<file path="src/rtl/srt_div_pkg.sv">
// Shared definitions for the radix-4 SRT divider: digit encodings, default sizes
// and the quotient-collector state encoding.
package srt_div_pkg;

  localparam int NDIG_DEF = 24;
  localparam int RW_DEF   = 28;

  // Signed two's-complement quotient digits, 3 bits wide
  localparam logic [2:0] QD_P2 = 3'b010;
  localparam logic [2:0] QD_P1 = 3'b001;
  localparam logic [2:0] QD_Z  = 3'b000;
  localparam logic [2:0] QD_M1 = 3'b111;
  localparam logic [2:0] QD_M2 = 3'b110;

  typedef enum logic [1:0] {
    ST_IDLE,
    ST_ACCUM,
    ST_CORRECT,
    ST_HOLD
  } coll_state_e;

  function automatic logic qd_legal(input logic [2:0] d);
    logic ok;
    case (d)
      QD_P2, QD_P1, QD_Z, QD_M1, QD_M2: ok = 1'b1;
      default:                          ok = 1'b0;
    endcase
    return ok;
  endfunction

endpackage

</file>
<file path="src/rtl/srt_otf_conv.sv">
// On-the-fly conversion of signed radix-4 digits into a binary quotient Q and its
// predecessor QM = Q - 1, so a negative remainder is corrected by selecting QM.
module srt_otf_conv
  import srt_div_pkg::*;
#(
  parameter int QW = 48
) (
  input  logic          clk,
  input  logic          resetn,
  input  logic          clear_i,
  input  logic          shift_i,
  input  logic [2:0]    digit_i,
  output logic [QW-1:0] q_o,
  output logic [QW-1:0] qm_o,
  output logic          illegal_o
);

  logic [QW-1:0] q_q, q_d;
  logic [QW-1:0] qm_q, qm_d;
  logic [2:0]    dig;
  logic [2:0]    dig_m1;
  logic [2:0]    dig_p3;

  // An illegal digit is folded to zero; the caller records the error.
  always_comb begin
    illegal_o = !qd_legal(digit_i);
    dig       = illegal_o ? QD_Z : digit_i;
    dig_m1    = dig - 3'd1;
    dig_p3    = dig + 3'd3;
  end

  // NOTE: every signal assigned in a combinational block gets a default first,
  // otherwise a missed branch infers a latch.
  always_comb begin
    q_d  = q_q;
    qm_d = qm_q;
    if (clear_i) begin
      q_d  = '0;
      qm_d = '1;
    end else if (shift_i) begin
      // For negative digits (4+q)[1:0] equals q[1:0]; only the source register changes.
      q_d  = dig[2] ? {qm_q[QW-3:0], dig[1:0]} : {q_q[QW-3:0], dig[1:0]};
      qm_d = (!dig[2] && (dig != QD_Z)) ? {q_q[QW-3:0], dig_m1[1:0]}
                                        : {qm_q[QW-3:0], dig_p3[1:0]};
    end
  end

  // NOTE: sequential state is written with non-blocking assignments so every
  // register samples its pre-edge inputs regardless of statement order.
  always_ff @(posedge clk or negedge resetn) begin
    if (!resetn) begin
      q_q  <= '0;
      qm_q <= '1;
    end else begin
      q_q  <= q_d;
      qm_q <= qm_d;
    end
  end

  assign q_o  = q_q;
  assign qm_o = qm_q;

endmodule

</file>
<file path="src/rtl/srt_quotient_collector.sv">
// Collects SRT quotient digits, applies final remainder sign correction and
// presents quotient/remainder on a valid/ready handshake.
module srt_quotient_collector
  import srt_div_pkg::*;
#(
  parameter int NDIG = NDIG_DEF,
  parameter int RW   = RW_DEF
) (
  input  logic              clk,
  input  logic              resetn,
  input  logic              start,
  input  logic              shiftq,
  input  logic [2:0]        q_digit,
  input  logic              doneq,
  input  logic [RW-1:0]     rem_in,
  input  logic [RW-1:0]     divisor,
  output logic              res_valid,
  input  logic              res_ready,
  output logic [2*NDIG-1:0] quotient,
  output logic [RW-1:0]     remainder,
  output logic              digit_err,
  output logic              ovf,
  output logic              busy
);

  localparam int QW = 2 * NDIG;
  localparam int CW = $clog2(NDIG + 1);
  localparam logic [CW-1:0] NDIG_C = CW'(NDIG);

  coll_state_e   state_q, state_d;
  logic [CW-1:0] dcnt_q, dcnt_d;
  logic          derr_q, derr_d;
  logic          ovf_q, ovf_d;
  logic          rv_q, rv_d;
  logic [RW-1:0] rem_q, rem_d;
  logic [RW-1:0] div_q, div_d;
  logic [QW-1:0] quot_q, quot_d;
  logic [RW-1:0] remo_q, remo_d;

  logic          accept_digit;
  logic [QW-1:0] otf_q, otf_qm;
  logic          digit_illegal;

  assign accept_digit = (state_q == ST_ACCUM) && shiftq && !start && (dcnt_q < NDIG_C);

  srt_otf_conv #(.QW(QW)) u_otf (
    .clk       (clk),
    .resetn    (resetn),
    .clear_i   (start),
    .shift_i   (accept_digit),
    .digit_i   (q_digit),
    .q_o       (otf_q),
    .qm_o      (otf_qm),
    .illegal_o (digit_illegal)
  );

  always_ff @(posedge clk or negedge resetn) begin
    if (!resetn) state_q <= ST_IDLE;
    else         state_q <= state_d;
  end

  // start restarts from any state, abandoning a pending result.
  always_comb begin
    state_d = state_q;
    if (start) begin
      state_d = ST_ACCUM;
    end else begin
      case (state_q)
        ST_ACCUM:   if (doneq) state_d = ST_CORRECT;
        ST_CORRECT: state_d = ST_HOLD;
        ST_HOLD:    if (rv_q && res_ready) state_d = ST_IDLE;
        default:    state_d = state_q;
      endcase
    end
  end

  always_comb begin
    busy = (state_q != ST_IDLE);
  end

  always_comb begin
    dcnt_d = dcnt_q;
    derr_d = derr_q;
    ovf_d  = ovf_q;
    rv_d   = rv_q;
    rem_d  = rem_q;
    div_d  = div_q;
    quot_d = quot_q;
    remo_d = remo_q;
    if (start) begin
      dcnt_d = '0;
      derr_d = 1'b0;
      ovf_d  = 1'b0;
      rv_d   = 1'b0;
    end else begin
      case (state_q)
        ST_ACCUM: begin
          if (shiftq) begin
            if (dcnt_q < NDIG_C) begin
              dcnt_d = dcnt_q + CW'(1);
              if (digit_illegal) derr_d = 1'b1;
            end else begin
              ovf_d = 1'b1;
            end
          end
          if (doneq) begin
            rem_d = rem_in;
            div_d = divisor;
          end
        end
        ST_CORRECT: begin
          // A negative remainder means the quotient overshot by one: use QM.
          if (rem_q[RW-1]) begin
            quot_d = otf_qm;
            remo_d = rem_q + div_q;
          end else begin
            quot_d = otf_q;
            remo_d = rem_q;
          end
        end
        ST_HOLD: rv_d = !(rv_q && res_ready);
        default: rv_d = rv_q;
      endcase
    end
  end

  always_ff @(posedge clk or negedge resetn) begin
    if (!resetn) begin
      dcnt_q <= '0;
      derr_q <= 1'b0;
      ovf_q  <= 1'b0;
      rv_q   <= 1'b0;
      rem_q  <= '0;
      div_q  <= '0;
      quot_q <= '0;
      remo_q <= '0;
    end else begin
      dcnt_q <= dcnt_d;
      derr_q <= derr_d;
      ovf_q  <= ovf_d;
      rv_q   <= rv_d;
      rem_q  <= rem_d;
      div_q  <= div_d;
      quot_q <= quot_d;
      remo_q <= remo_d;
    end
  end

  assign res_valid = rv_q;
  assign quotient  = quot_q;
  assign remainder = remo_q;
  assign digit_err = derr_q;
  assign ovf       = ovf_q;

endmodule

</file>
<file path="config.mk">
export PLATFORM = sky130hd
export DESIGN_NAME = srt_quotient_collector
export DESIGN_NICKNAME = d
export VERILOG_FILES = /design/src/rtl/srt_div_pkg.sv /design/src/rtl/srt_otf_conv.sv /design/src/rtl/srt_quotient_collector.sv
export SDC_FILE = /design/constraint.sdc
export NUM_CORES = 1
export LEC_CHECK = 0
export CORE_MARGIN = 2
export CORE_UTILIZATION = 45
export DETAILED_ROUTE_END_ITERATION = 10
export GPL_TIMING_DRIVEN = 0
export PLACE_DENSITY_LB_ADDON = 0.05
export SLEW_MARGIN = 0
export SYNTH_ARGS = -nofsm -noshare
export SYNTH_HDL_FRONTEND = slang
export SYNTH_SLANG_ARGS = --single-unit
</file>
<file path="constraint.sdc">
create_clock -name clk -period 2.9 [get_ports clk]
set_clock_uncertainty 0.2 [all_clocks]
set_input_delay 0.58 -clock clk [delete_from_list [all_inputs] [get_ports clk]]
set_output_delay 0.58 -clock clk [all_outputs]
set_load 0.02 [all_outputs]
</file>
==> results of run 1 <==
## worst max-delay path: cells and delay by family
family / cells / cell delay, ns
adder cells (fa/ha/maj): 1 / 0.25
AND/OR/NAND/NOR: 3 / 0.34
buffers and inverters: 4 / 1.14
AO/OA/AOI/OAI: 2 / 0.43
multiplexers: 1 / 0.23
## stage by stage
step | setup slack [ns] | hold slack (ns) | cells | setup TNS (ns)
final | 0.157 | 0.262 | 1728 | 0
after global routing | 0.0156 | 0.257 | 1728 | 0
after CTS | 0.0110 | 0.248 | 1720 | 0
after detailed placement | -0.750 | 0.214 | 1670 | -57.59
after global placement | -9.54 | 0.263 | 1668 | -2164.16
after floorplan | 0.355 | 0.0844 | 1184 | 0
## repair_timing
action	in CTS	in global routing
hold buffers	1	0
buffers inserted	0	9
setup endpoints to repair	81	52
hold endpoints to repair	14	0
pin swaps	1	4
resized for setup	2	4
## kinds of logic after synthesis
kind of cell / count (synthesis) / synth area share (%)
xor+xnor: 27 / 1.95
buf+inv: 98 / 3.47
fa+ha+maj: 30 / 3.15
flops: 238 / 49.5
compound gates: 267 / 15.4
simple gates: 358 / 12.3
mux: 166 / 14.2
## worst max path at each step
stage	startpoint	to
after floorplan	q_digit[2]	u_otf.qm_o[10]$_DFFE_PN1P_
after CTS	q_digit[1]	u_otf.qm_o[22]$_DFFE_PN1P_
final	q_digit[1]	u_otf.qm_o[22]$_DFFE_PN1P_
after global routing	div_q[0]$_DFFE_PN0P_	remainder[26]$_DFFE_PN0P_
after detailed placement	q_digit[1]	u_otf.qm_o[22]$_DFFE_PN1P_
after global placement	resetn	u_otf.q_o[22]$_DFFE_PN0P_
## cells in the mapped netlist (29+ instances only)
cell,n
nand2_1,188
o21ai_0,79
a311oi_1,46
ha_1,29
a211o_1,48
nor2_1,117
a21oi_1,44
mux2i_1,111
dfrtp_1,190
clkbuf_1,50
dfstp_2,48
mux2_2,55
## where the power goes
part           switching, mW  leakage (nW)  internal, mW
Clock                   1.37         0.467          2.16
Sequential             0.570          2.91          4.19
Combinational           2.85          3.16          2.43
## sequential cells by signal, indices dropped and copies added, names as in the netlist
register / cells
quotient: 48
u_otf.q_o: 48
u_otf.qm_o: 48
div_q: 28
rem_q: 28
remainder: 28
dcnt_q: 5
state_q: 2
digit_err: 1
ovf: 1
res_valid: 1
## final cells by class
type                       instances  area (um^2)
buffer                            84          370
multi-input combinational        848         5740
inverter                          13         48.8
clock buffer                      41          838
tap                              341          427
sequential                       238         6020
timing repair buffer             155         1580
fill                            2400        11600
clock inverter                     8         90.1
## per-layer routing
layer | up-vias | GRT usage, % | part of all wire [%]
met2 | 209 | 39.9 | 48
met4 | 0 | 5.25 | 1.7
met3 | 42 | 2.80 | 4.0
met1 | 4763 | 31.5 | 46
li1 | 4577 | - | -
met5 | - | 0 | 0
==> run metrics, run 1 <==
outcome finished clean; area of the mapped netlist about 12,000 um^2; Sink Count 238; Core ar. ~27,000 um^2; CP Class primary input to flop; Core Util, Final between 50% and 60%; Seq/Total Area, Yosys 49.5%; synth top area cells dfrtp_1 39%, dfstp_2 10%, mux2i_1 9.1%; HPWL after detailed placement 22.1 mm; gr usage total a little under a quarter; Worst Path Arrival 2.99 ns; post-route cell area 15,100 um^2; Initial DRC Count 616; Max Cap Viol 0; vias in the first global route approximately 9,700; crit start category primary input; minimum clock period 2.74 ns; worst path cell trace clkdlybuf4s50_1, and2_1, clkbuf_1, o21ai_0, ha_1, nor2_4, buf_12, buf_4, mux2i_1, nor2_1, a211o_1; I/O Pins about 150; CTS Buffer Depth 3; Pwr per Cell Area 898 nW/um^2; largest area contributor in the netlist dfrtp_1; Vias 9,591; CTS tree done; Reg-to-Reg End remainder[26]$_DFFE_PN0P_; Pwr Total 13.6 mW; worst vdd ir 406 uV; TritonCTS buffer count 27; TritonRoute pass-1 iters 5; EDFF count, synth 0; Synth Net Count 1,279; CTS H-tree depth 1; critical register-to-register path startpoint rem_q[0]$_DFFE_PN0P_; Main synth FF type dfrtp_1; final worst path period share 94.6%; worst skew pair latency 0.53 ns; Worst Path Max Fanout 10; slew of the pin with the lowest slew margin 1.03 ns; diodes inserted 0; Fin. Hold Viols 0; cell area after placement about 14,000 um^2; Worst EP required ~3.2 ns; layout cell share with drive strength beyond 1 14.9%; GP Congestion between 0.8 and 0.9; Cell Rows 60; area delta synth->final 24.4%; Final Max Slew Viols 0; share of the synthesized area in the top cell type 39.2%; Rel. slew slack 31.5%; GRT overflow 0; wirelength, routed ~33 mm; Synth Area per Inst 10.3 um^2; slowest stage delay, CP a little under 0.6 ns; Die Wd ~170 um; R2R cell count 11; commonest non-fill, non-tap cell in the layout dfrtp_1; final layout net count 1,462; CP endpoint kind flop; synthesized instance count around 1,200; Synth cell types 56; commonest non-fill, non-tap cells in the layout 190 x dfrtp_1, 188 x nand2_1, 142 x clkdlybuf4s50_1; pin count of the biggest net entering global routing 117; vias per cell 5.55; Post-synth ARST share 100%; clock root buffer clkbuf_16; fmax 365 MHz; first-pass GRT wire length around 53 mm; clk slew on worst S/H paths roughly 0.06 ns; RSZ-0062 raised after global routing false; post-route ant nets 0; Wirelength per Cell 19.1 um; DR DRC count 0; die height 168 um; initial antenna violation count 0; Hold/Removal Path Class primary input to async pin; FF+latch count, synth 238; Worst path slowest cell clkdlybuf4s50_1; Ys Warns 0; worst reg2reg setup slack between 0.15 and 0.2 ns; Die Area 28,300 um^2; static leakage 6.53 nW; final setup fails 0; Starting Density 45.4%; # port buffers 143
Note: power is estimated with default switching activity, not from simulation.
==> run 2, diff against run 1 <==
Settings changed: CTS_CLUSTER_SIZE set to 10, PLACE_DENSITY set to 0.68, PLACE_DENSITY_LB_ADDON 0.05 to not set.
==> run metrics, run 2 (same netlist as run 1, synthesis figures left out) <==
area delta synth->final 23.3%; layout cell share with drive strength beyond 1 13.7%; CTS H-tree depth 1; setup slack after layout 0.134 ns; Pwr Total 13.3 mW; CTS tree done; setup TNS 0 ns; Rel. slew slack about 35%; Cell Rows 60; vias per cell approximately 5.6; Fin. Hold Viols 0; Worst Hold Path Cells 2; crit start category flop; dpl ws -0.675 ns; CP endpoint kind flop; gr usage total 22.5%; outcome finished clean; minimum clock period between 2 and 3 ns; final layout net count between 1,000 and 1,500; DR DRC count 0; Sink Count around 240; Wirelength per Cell 18.6 um; Initial DRC Count 699; Reg-to-Reg End remainder[24]$_DFFE_PN0P_; worst reg2reg setup slack 0.13 ns; initial antenna violation count 0; worst vdd ir 551 uV; GP Congestion 0.859; Die Area 28,300 um^2; post-route ant nets 0; HPWL after detailed placement 22.2 mm; GRT overflow 0; commonest non-fill, non-tap cell in the layout dfrtp_1; Worst EP required 3.10 ns; CTS Buffer Depth 3; critical register-to-register path startpoint rem_q[0]$_DFFE_PN0P_; clk slew on worst S/H paths 0.05 ns; slew of the pin with the lowest slew margin 0.981 ns; Pwr per Cell Area 889 nW/um^2; Worst Path Arrival about 3.0 ns; die height 168 um; Vias 9,656; vias in the first global route between 9,000 and 10,000; Max Cap Viol 0; clock root buffer clkbuf_16; TritonRoute pass-1 iters 5; Core ar. about 27,000 um^2; Final Max Slew Viols 0; Hold/Removal Path Class flop to flop; first-pass GRT wire length 51.9 mm; Worst Path Max Fanout 3; # port buffers 143; Starting Density 45.4%; WHS Endpoint quotient[30]$_DFFE_PN0P_; static leakage ~6.4 nW; worst hold start quotient[30]$_DFFE_PN0P_; worst skew pair latency 0.54 ns; pin count of the biggest net entering global routing 110; fmax 362 MHz; wirelength, routed 32.1 mm; cell area after placement around 14,000 um^2; CP Class flop to flop; Die Wd 168 um; diodes inserted 0; final setup fails 0; I/O Pins 145; fillers 2,378; final worst path period share 95.4%; post-route cell area 15,000 um^2; TritonCTS buffer count 28; commonest non-fill, non-tap cells in the layout 190 x dfrtp_1, 188 x nand2_1, 142 x clkdlybuf4s50_1; R2R cell count 11
[run 2: area by class of cell]
| type | count | area (um^2) | area share [%] |
|---|---|---|---|
| buffer | 84 | 370 | 2.47 |
| clock buffer | 49 | 831 | 5.55 |
| inverter | 13 | 48.8 | 0.326 |
| multi-input combinational | 848 | 5740 | 38.4 |
| sequential | 238 | 6020 | 40.2 |
| tap | 341 | 427 | 2.85 |
| timing repair buffer | 150 | 1530 | 10.2 |
[run 2: per-layer routing]
metal	global-route usage [%]	wire length [um]
met1	30.2	14400
met2	38.9	15600
met4	5.81	718
met5	0	0
met3	2.84	1410
[run 2: where the power goes]
part	internal [mW]	leakage, nW	switching (mW)	total (mW)
registers	4.19	2.91	0.570	4.76
logic	2.42	3.13	2.88	5.30
clock network	1.91	0.399	1.34	3.25
[run 2: worst max-delay path, cell delays in order, from the launching register on]
cell      delay [ns]
dfrtp_1         0.36
ha_1            0.17
inv_1           0.06
fa_2            0.35
and2b_2         0.25
o211ai_2        0.12
a21oi_4         0.25
a21oi_2         0.10
or3_4           0.42
o21ai_2         0.14
xnor2_1         0.15
o21ai_1         0.07
[run 2: metrics by stage]
stage	hold WS [ns]	util, %	instances
final	0.275	56.0	1723
after floorplan	0.0844	-	1184
after global routing	0.300	56.0	1723
after CTS	0.283	55.8	1720
after global placement	0.263	52.4	1668
after detailed placement	0.269	52.6	1670
[run 2: worst max-delay path by stage]
| stage | start | end | slack (ns) | cells after the start |
|---|---|---|---|---|
| floorplan | q_digit[2] | u_otf.qm_o[10]$_DFFE_PN1P_ | 0.35 | 9 |
| global placement | resetn | u_otf.q_o[22]$_DFFE_PN0P_ | -9.18 | 1 |
| detailed placement | q_digit[1] | u_otf.qm_o[34]$_DFFE_PN1P_ | -0.67 | 10 |
| CTS | q_digit[1] | u_otf.qm_o[39]$_DFFE_PN1P_ | 0.02 | 10 |
| global route | q_digit[1] | u_otf.qm_o[34]$_DFFE_PN1P_ | -0.002 | 10 |
| finish | rem_q[0]$_DFFE_PN0P_ | remainder[24]$_DFFE_PN0P_ | 0.13 | 11 |
[run 2: timing repair]
item | in CTS | in global routing
buffers inserted | 0 | 4
pin swaps | 0 | 4
hold buffers | 1 | 0
endpoints found under the setup margin | 81 | 63
gates resized for setup | 2 | 5
endpoints found under the hold margin | 45 | 0
==> run 3, diff against run 2 <==
Settings changed: CTS_CLUSTER_DIAMETER set to 80.
Clock period 2.9 ns to 3.22 ns, I/O delays scaled along.
==> run metrics, run 3 (same netlist as run 1, synthesis figures left out) <==
outcome finished clean; Die Wd 168 um; Starting Density 45.4%; # port buffers 143; worst path cell trace clkdlybuf4s50_1, and2_1, clkbuf_1, o21ai_0, ha_1, nor2_4, buf_4, mux2i_1, nor2_1, a211o_1; CP endpoint kind flop; Worst path slowest cell clkdlybuf4s50_1; GRT overflow 0; delay-heaviest family, CP buffers and inverters; gr usage total 22.5%; post-route ant nets 0; Wirelength per Cell 18.6 um; Die Area about 28,000 um^2; HPWL after detailed placement 22.2 mm; Max Cap Viol 0; Flop pwr share 36.4%; worst vdd ir 459 uV; critical register-to-register path startpoint rem_q[0]$_DFFE_PN0P_; Buf/Inv on CP 3; initial antenna violation count 0; static leakage about 6.4 nW; clock root buffer clkbuf_16; die height approximately 170 um; R2R cell count 11; diodes inserted 0; commonest non-fill, non-tap cell in the layout dfrtp_1; TritonCTS buffer count 27; wirelength, routed between 30 and 40 mm; Worst Hold Path Cells 2; Core Util, Final 55.6%; area delta synth->final 22.3%; GP Congestion 0.859; pin count of the biggest net entering global routing 110; clock share of power 23.7%; TritonRoute pass-1 iters 5; fin cells approximately 1,700; CTS H-tree depth 1; Post-CTS Setup Bufs 0; Worst Path Max Fanout 10; fmax 335 MHz; Worst Path Arrival 3.25 ns; I/O Pins 145; Pint 7.51 mW; Placed Cells 1,670; minimum clock period 2.99 ns; worst reg2reg setup slack roughly 0.36 ns; first-pass GRT wire length between 50 and 60 mm; Core ar. 26,700 um^2; Vias 9,687; fillers approximately 2,400; Final Max Slew Viols 0; layout cell share with drive strength beyond 1 roughly an eighth; combinational share of power between 30 and 40%; worst skew pair latency 0.54 ns; Initial DRC Count 650; Worst EP required 3.48 ns; Sw Pwr 4.28 mW; CP Class primary input to flop; final layout net count 1,454; crit start category primary input; WHS Endpoint remainder[5]$_DFFE_PN0P_; Hold/Removal Path Class flop to flop; DR DRC count 0; RSZ-0062 raised after global routing false; commonest non-fill, non-tap cells in the layout 190 x dfrtp_1, 188 x nand2_1, 142 x clkdlybuf4s50_1; Switching Share 36.3%; worst hold start remainder[5]$_DFFE_PN0P_; Sink Count 238; Reg-to-Reg End remainder[26]$_DFFE_PN0P_; Pwr Total 11.8 mW; clk slew on worst S/H paths 0.06 ns; vias per cell roughly 5.6; CTS Buffer Depth 3; CTS tree done; Pwr per Cell Area 794 nW/um^2; vias in the first global route 9,954; final worst path period share 92.8%; slew of the pin with the lowest slew margin 0.982 ns; slowest stage delay, CP around 0.59 ns; Rel. slew slack 34.6%; final setup fails 0; Cell Rows 60; Fin. Hold Viols 0
run 3: changes by cell type in the layout (fill, tap and decap cells not counted), moves of 2 or more:
cell,change
clkbuf_16,-2
buf_4,-4
clkbuf_8,-2
clkbuf_1,+4
run 3: timing repair:
action | in CTS | in global routing
endpoints found under the hold margin | 45 | 0
hold buffers | 1 | 0
resized for setup | 0 | 3
setup endpoints to repair | 0 | 38
run 3: worst max path at each step:
stage,startpoint,endpoint,slack [ns],cells after the start
floorplan,q_digit[2],u_otf.qm_o[10]$_DFFE_PN1P_,0.61,9
global placement,resetn,u_otf.q_o[22]$_DFFE_PN0P_,-8.93,1
detailed placement,q_digit[1],u_otf.qm_o[34]$_DFFE_PN1P_,-0.42,10
CTS,q_digit[1],u_otf.qm_o[39]$_DFFE_PN1P_,0.1,10
global route,q_digit[1],u_otf.qm_o[34]$_DFFE_PN1P_,0.08,10
finish,q_digit[1],u_otf.qm_o[39]$_DFFE_PN1P_,0.23,10
run 3: metal layers:
metal | vias to the layer above | GRT usage (%) | wire [um]
met1 | 4796 | 30.1 | 14100
met3 | 52 | 3.27 | 1660
met4 | 0 | 6.26 | 823
li1 | 4562 | - | -
met2 | 277 | 38.3 | 15300
met5 | - | 0 | 0
run 3: layout make-up:
class / instances / area (um^2) / area share [%]
Buffer: 85 / 374 / 2.52
Clock buffer: 48 / 764 / 5.15
Clock inverter: 1 / 8.76 / 0.0590
Inverter: 13 / 48.8 / 0.329
Multi-Input combinational cell: 848 / 5710 / 38.5
Sequential cell: 238 / 6020 / 40.5
Tap cell: 341 / 427 / 2.87
Timing Repair Buffer: 146 / 1500 / 10.1
run 3: power by group through the flow:
stage	combinational, mW	sequential [mW]	clock, mW
2_1_floorplan	2.50	4.74	0
3_3_place_gp	4.63	4.31	0
3_5_place_dp	4.69	4.33	0
4_1_cts	4.72	4.29	2.84
5_1_grt	5.13	4.39	2.96
6_report	4.70	4.29	2.80
run 3: worst min-delay path, delay by kind of cell (launching register included):
family          cells  cell delay (ns)
flops               1             0.34
compound gates      1             0.06
simple gates        1             0.04
run 3: stage by stage:
step / hold WS [ns] / TNS, ns / cell area [um^2] / worst slack, ns
3_3_place_gp: 0.263 / -1992.49 / 14000 / -8.93
2_1_floorplan: 0.148 / 0 / 12100 / 0.611
4_1_cts: 0.282 / 0 / 14800 / 0.0987
6_report: 0.276 / 0 / 14900 / 0.232
5_1_grt: 0.301 / 0 / 14900 / 0.0839
3_5_place_dp: 0.269 / -26.46 / 14100 / -0.419
